`config.mk`:
```
export PLATFORM = sky130hd
export DESIGN_NAME = fetch_queue
export DESIGN_NICKNAME = d
export VERILOG_FILES = /design/src/rtl/fetch_pkg.sv /design/src/rtl/fq_fifo.sv /design/src/rtl/fetch_queue.sv
export SDC_FILE = /design/constraint.sdc
export NUM_CORES = 1
export LEC_CHECK = 0
export ABC_AREA = 1
export CORE_ASPECT_RATIO = 0.6
export CORE_MARGIN = 2
export CORE_UTILIZATION = 35
export DETAILED_ROUTE_END_ITERATION = 10
export SETUP_SLACK_MARGIN = 0.05
export SKIP_CTS_REPAIR_TIMING = 1
export SYNTH_ARGS = -nofsm -noshare
export SYNTH_HDL_FRONTEND = slang
export SYNTH_SLANG_ARGS = --single-unit
```
`constraint.sdc`:
```
create_clock -name clk -period 24.8 [get_ports clk]
set_clock_uncertainty 0.1 [all_clocks]
set_input_delay 4.96 -clock clk [delete_from_list [all_inputs] [get_ports clk]]
set_output_delay 4.96 -clock clk [all_outputs]
set_load 0.005 [all_outputs]
```
`src/rtl/fetch_pkg.sv`:
```
// fetch_pkg: shared entry type and constants for the instruction prefetch queue
package fetch_pkg;
  typedef struct packed {
    logic [63:0] pc;
    logic [31:0] instr;
  } fetch_entry_t;
  localparam logic [63:0] RESET_PC_DEFAULT = 64'h0000_0000_0000_0000;
  localparam logic [63:0] INSTR_BYTES = 64'd4;
endpackage

```
`src/rtl/fq_fifo.sv`:
```
// fq_fifo: DEPTH-entry circular buffer of fetch entries with push/pop/clear and occupancy count
module fq_fifo import fetch_pkg::*; #(
  parameter int DEPTH = 4
) (
  input  logic                         clk,
  input  logic                         rst,
  input  logic                         clear,
  input  logic                         push,
  input  fetch_entry_t                 wdata,
  input  logic                         pop,
  output fetch_entry_t                 head,
  output logic [$clog2(DEPTH+1)-1:0]   count
);
  localparam int AW = $clog2(DEPTH);
  localparam int CW = $clog2(DEPTH+1);
  fetch_entry_t mem [DEPTH];
  logic [AW-1:0] wptr, rptr;
  assign head = mem[rptr];
  always_ff @(posedge clk)
    if (push) mem[wptr] <= wdata;
  always_ff @(posedge clk)
    if (!rst || clear) begin
      wptr  <= '0;
      rptr  <= '0;
      count <= '0;
    end else begin
      wptr  <= wptr + AW'(push);
      rptr  <= rptr + AW'(pop);
      count <= count + CW'(push) - CW'(pop);
    end
  // The upstream credit rule must make overflow impossible
  assert property (@(posedge clk) disable iff (!rst || clear) !(push && count == CW'(DEPTH)));
endmodule

```
`src/rtl/fetch_queue.sv`:
```
// fetch_queue: credit-limited instruction prefetch buffer between imem and IF/ID.
// Optional same-cycle imem->decode bypass when FQ_BYPASS_EN is defined.
module fetch_queue import fetch_pkg::*; #(
  parameter int          DEPTH    = 4,
  parameter int          MAX_OUT  = 2,
  parameter logic [63:0] RESET_PC = RESET_PC_DEFAULT
) (
  input  logic                         clk,
  input  logic                         rst,
  input  logic                         redirect_valid,
  input  logic [63:0]                  redirect_pc,
  output logic                         imem_req,
  output logic [63:0]                  imem_addr,
  input  logic                         imem_rvalid,
  input  logic [31:0]                  imem_rdata,
  output logic                         id_valid,
  input  logic                         id_ready,
  output logic [31:0]                  id_instr,
  output logic [63:0]                  id_pc,
  output logic [$clog2(DEPTH+1)-1:0]   fq_count
);
  localparam int CW = $clog2(DEPTH+1);
  localparam int OW = $clog2(MAX_OUT+1);
  logic [63:0] fetch_pc, resp_pc, redir_pc;
  logic [OW-1:0] outstanding, drop;
  logic [CW-1:0] count;
  fetch_entry_t head;
  logic push, pop, bypass, accept;
  assign redir_pc  = redirect_pc & ~64'h3;
  assign imem_addr = fetch_pc;
  always_comb begin
    imem_req = rst && !redirect_valid && (int'(count) + int'(outstanding) < DEPTH)
               && (int'(outstanding) < MAX_OUT);
    accept   = rst && !redirect_valid && imem_rvalid && drop == '0;
`ifdef FQ_BYPASS_EN
    bypass   = accept && count == '0;
`else
    bypass   = 1'b0;
`endif
    id_valid = rst && (count != '0 || bypass);
    id_instr = bypass ? imem_rdata : head.instr;
    id_pc    = bypass ? resp_pc : head.pc;
    push     = accept && !(bypass && id_ready);
    pop      = rst && !redirect_valid && count != '0 && id_ready;
    fq_count = rst ? count : '0;
  end
  // A redirect kills everything in flight: responses still owed are counted into drop
  always_ff @(posedge clk)
    if (!rst) begin
      fetch_pc    <= RESET_PC;
      resp_pc     <= RESET_PC;
      outstanding <= '0;
      drop        <= '0;
    end else if (redirect_valid) begin
      fetch_pc    <= redir_pc;
      resp_pc     <= redir_pc;
      outstanding <= outstanding - OW'(imem_rvalid);
      drop        <= outstanding - OW'(imem_rvalid);
    end else begin
      fetch_pc    <= imem_req ? fetch_pc + INSTR_BYTES : fetch_pc;
      resp_pc     <= accept ? resp_pc + INSTR_BYTES : resp_pc;
      outstanding <= outstanding + OW'(imem_req) - OW'(imem_rvalid);
      drop        <= drop - OW'(imem_rvalid && drop != '0);
    end
  fq_fifo #(.DEPTH(DEPTH)) u_fifo (
    .clk   (clk),
    .rst   (rst),
    .clear (redirect_valid),
    .push  (push),
    .wdata ('{pc: resp_pc, instr: imem_rdata}),
    .pop   (pop),
    .head  (head),
    .count (count)
  );
endmodule

```
After elaboration in Yosys (flattened, before gate mapping)
Memory sizes are Yosys's and may differ from the RTL's. A register that Yosys moved wholly into a read port is not among the register bits.
Index checks and enable logic that the tools add are counted.
Operators by class
  bitwise gates (word level): 1
  mux-type cells: 10
  add/subtract/negate cells: 11
  reductions and logical operators: 18
  magnitude comparators: 2
Operators by type and width (number)
  $mux W64: 4
  $add A64 B3 Y64 const B: 2
  $logic_and A1 B1 Y1: 9
  $add A2 B1 Y2: 3
  $mux W2: 3
  $reduce_bool A2 Y1: 3
  $sub A2 B1 Y2: 3
  $add A3 B2 Y4: 1
  $lt A4 B3 Y1 const B: 1
  $add A3 B1 Y3: 1
  $mux W3: 1
  $reduce_bool A3 Y1: 1
  $sub A3 B1 Y3: 1
  $logic_not A1 Y1: 2
  $logic_not A2 Y1: 1
  $lt A2 B2 Y1 const B: 1
  $mux W1: 2
  $reduce_or A2 Y1: 1
  $logic_or A1 B1 Y1: 1
  $not A1 Y1: 1
Word-level totals
  register bits: 139
  memories kept: 1
  word-level logic and storage cells: 52
  output and inout port bits: 165
  memory bits (writable): 384
Memory list
  u_fifo.mem: depth 4, width 96, read ports 1, clocked after Yosys merged registers in 1, wr ports 1, RTL line fq_fifo.sv:16  | fetch_entry_t mem [DEPTH];

Depth between registers and ports, before layout
  depth after elaboration: 7
  mapped depth: 13
  gate-level depth less buffers: 12

Modules after synthesis
From an unflattened synthesis, not the netlist that was laid out.
Second synthesis, totals
  cells, all modules: 2846
  area, all modules: 25030.3 um^2
Modules (own cells, without submodules)
  fq_fifo: cells an instance 1163, area an instance 15486.1 um^2, times used 1, seq. area each 11671.2 um^2
  fetch_queue: cells an instance 1683, area an instance 9544.2 um^2, times used 1, seq. area each 2562.5 um^2

Worst setup path before layout
No wires, ideal clock.
  path kind: input -> register
  from: input redirect_valid
  to: memory u_fifo.mem[0][0] in the netlist's numbering (enable)
  required time: 24.037 ns
  path buffers: 2
  setup time: 0.663 ns
  arrival time: 12.005 ns
  cell stages on the path: 5
  slack: 12.032 ns
  cells stage by stage: buf_4 nor2_8 nand3_4 buf_1 nor3_1
Between the ends
  word-level cells in the longest chain between the ends: 6
RTL lines
  start, declared: RTL line fetch_queue.sv:10  | input logic redirect_valid,
  $logic_not A1 Y1: RTL line fetch_queue.sv:34  | accept = rst && !redirect_valid && imem_rvalid && drop == '0;
  $logic_and A1 B1 Y1 (3 in a row): RTL line fetch_queue.sv:34
  $mux W1: RTL line fq_fifo.sv:20  | if (push) mem[wptr] <= wdata;
  $mux W1 (not written as such): RTL line fq_fifo.sv:20
  end, declared: RTL line fq_fifo.sv:16
Every way passes these cells.

Final worst setup path
  from: input rst
  to: output imem_req
Between the ends
  word-level cells in the longest chain between the ends: 3
RTL lines
  start, declared: RTL line fetch_queue.sv:9  | input logic rst,
  $logic_and A1 B1 Y1 (2 in a row): RTL line fetch_queue.sv:32  | imem_req = rst && !redirect_valid && (int'(count) + int'(outstanding) < DEPTH)
  $logic_and A1 B1 Y1: RTL line fetch_queue.sv:33  | && (int'(outstanding) < MAX_OUT);
  end, declared: RTL line fetch_queue.sv:12  | output logic imem_req,
Every way passes these cells.

==> flow_summary.ini <==
[synthesis]
synth-edff-count = 376
syn_avg_cell_area_um2 = 9.042
synthArstFlopShare = 0
synthFlopType = edfxtp_1
synth_cell_types = 43
syn_inst = 2626
synthMuxAreaShare = 0
syn-cell-area_um2 = 23740
yosysWarnings = 0
synth_fa_ha_area_frac = 0.006113
synth_xor_area_frac = 0.009222
seq_area_frac_synth = 0.5893
synth_top_family_by_area = simple AND/OR/NAND/NOR gates
synth-simple-area-share = 0.2119
synth-compound-area-share = 0.1255
ys_ff_latch = 511

[clock_network]
clk_latency_ps = 610
clockRootBuffer = clkbuf_16
cts_tree = done
htree_levels = 2
clkSinkCount = 511
cts_buffers = 50
clk_pin_slew_ps = 70
clockBufferDepth = 3

[final_layout]
fillers = 6396
nets = 2956
synthToLayoutAreaGrowth_pct = 21.44
final_common_cell = nand2_1
multi_input_area_um2 = 8411
drive_gt1_frac = 0.06068
layout_common_cells = nand2_1, nor2_1, edfxtp_1, clkdlybuf4s50_1, o21ai_0
instances_no_fill = 3785
final_core_util = 0.4324
regArea_um2 = 14000

[worst_setup_path]
critical-path-max-stage-delay_ps = 580
critical-path-top-delay-family = buffers and inverters
crit_fanout = 28
crit_path_end_kind = output port
reg2reg_slack_ps = 21750
r2r_cells = 5
critPathKind = in -> out
worst-path-buf-inv = 5
cp_slowest_cell = clkdlybuf4s50_1
crit_cells = 7
worstSetupStartpointType = input pin
cp.arrival_ps = 7520
path_cells = clkdlybuf4s50_1 -> buf_4 -> inv_4 -> nor2_8 -> nand3_4 -> inv_4 -> clkdlybuf4s50_1
cp.required_ps = 19740

[place]
preCtsSetupSlack_ps = 12230
place_hpwl_mm = 53.66
place_congestion = 0.9905
dp.cells = 3692
numPortBuffers = 259

[flow_run]
max_cap_viol_count = 0

[timing]
setup_violations = 0
relSlewSlack = 0.2294
rsz0062_at_grt = false
fin_crit_sh = 0.5072
fin_ws_ps = 12220
max_freq_ghz = 0.07949
drv_slew = 0
tns_ps = 0
tightestPinTransition_ps = 1156
finalHoldViolCount = 0
period_needed_ps = 12580

[floorplan]
core_um2 = 66680
die_h_um = 205.8
rows = 73
start_util = 0.3561
die_x_um = 340.3
dieArea_um2 = 70010
io_pins = 266

[route]
ant_nets = 0
wl_per_cell_um = 20.55
vias = 19670
viasPerCell = 5.198
first_pass_iters = 8
drt-total-wl_mm = 77.80
dr.first_iter.drc_count = 2197
drcViolationCount = 0

[power]
power.density_nw_per_um2 = 65.89
p_leak_nw = 9.855
total_power_w = 0.001900
ir_drop_v = 0.00005322

[grt]
grt_pass1_vias = 18360
overflow = 0
grt_pass1_wl_mm = 113.3
gr-usage-all-layers = 0.2148
grt_max_degree = 109
antenna_found_initial = 0

[outcome]
status = finished, final reports clean

[min_path]
hold_depth = 2
hold_path_class = reg -> reg
flip-flops by register name, summed over array words and instances (netlist names):
name	count
drop	2
imem_addr	62
outstanding	2
resp_pc	62
u_fifo.count	3
u_fifo.mem	376
u_fifo.rptr	2
u_fifo.wptr	2
power by group:
group,total [W],switching [W],internal [W],leakage (nW)
Clock,0.000806,0.000336,0.000470,0.811
Combinational,0.000125,0.0000692,0.0000560,4.49
Sequential,0.000969,0.0000305,0.000938,4.55
metal layers:
metal / GRT usage / wire length (um) / vias up
met5: 0.009722 / 91 / -
met4: 0.04547 / 1312 / 2
met3: 0.05774 / 7260 / 90
met2: 0.3183 / 33340 / 713
met1: 0.3124 / 35800 / 9487
li1: - / - / 9382
worst reg2reg max path, cell delays in order, from the launching register on:
cell,delay (ps)
dfxtp_1,320
nor2_1,230
nand3_4,320
nor3_2,210
buf_4,680
buf_4,770
cell families after synthesis:
group / after synthesis
AO/OA/AOI/OAI: 552
other: 1
flip-flops: 511
adder cells (fa/ha/maj): 11
buffers and inverters: 342
XOR/XNOR: 25
AND/OR/NAND/NOR: 1184
stage by stage:
step           hold WS (ps)  cell area, um2
3_3_place_gp          446.7           27120
4_1_cts               458.3           28830
6_report              465.1           28830
2_1_floorplan         354.8           23760
5_1_grt               484.7           28830
3_5_place_dp          445.9           27120
synthesized netlist by cell type (all sizes together) (2+ instances only):
cell    instances  area share
nand4          30      0.0079
clkinv          2     0.00032
ha             10      0.0053
nand3         133       0.030
xor2           20      0.0074
o211ai          6      0.0019
o21ai         309       0.065
o21bai         11      0.0035
nor2          486       0.085
a31oi          17      0.0045
clkbuf         65       0.010
o22ai         108       0.029
xnor2           5      0.0018
inv           226       0.036
nor3           13      0.0030
nand2         519       0.085
buf            49       0.011
edfxtp        376        0.48
a21oi          97       0.020
dfxtp         135        0.11
path summary, 6_finish.rpt:
check / start / end
setup / recovery: rst / imem_req
hold / removal: imem_addr[16] / imem_addr[16]
setup reg to reg: drop[1] / u_fifo.mem[3][65]
hold reg to reg: imem_addr[16] / imem_addr[16]
cell type report:
type	count	share of cell area
well taps	900	0.03905
clock inverters	33	0.01393
flip-flops and latches	511	0.4855
inverters	228	0.03003
repair buffers	277	0.09442
multi-input cells	1776	0.2917
clock buffers	59	0.04530
diodes	1	0.00008679
Power figures use the tool's default switching activity.
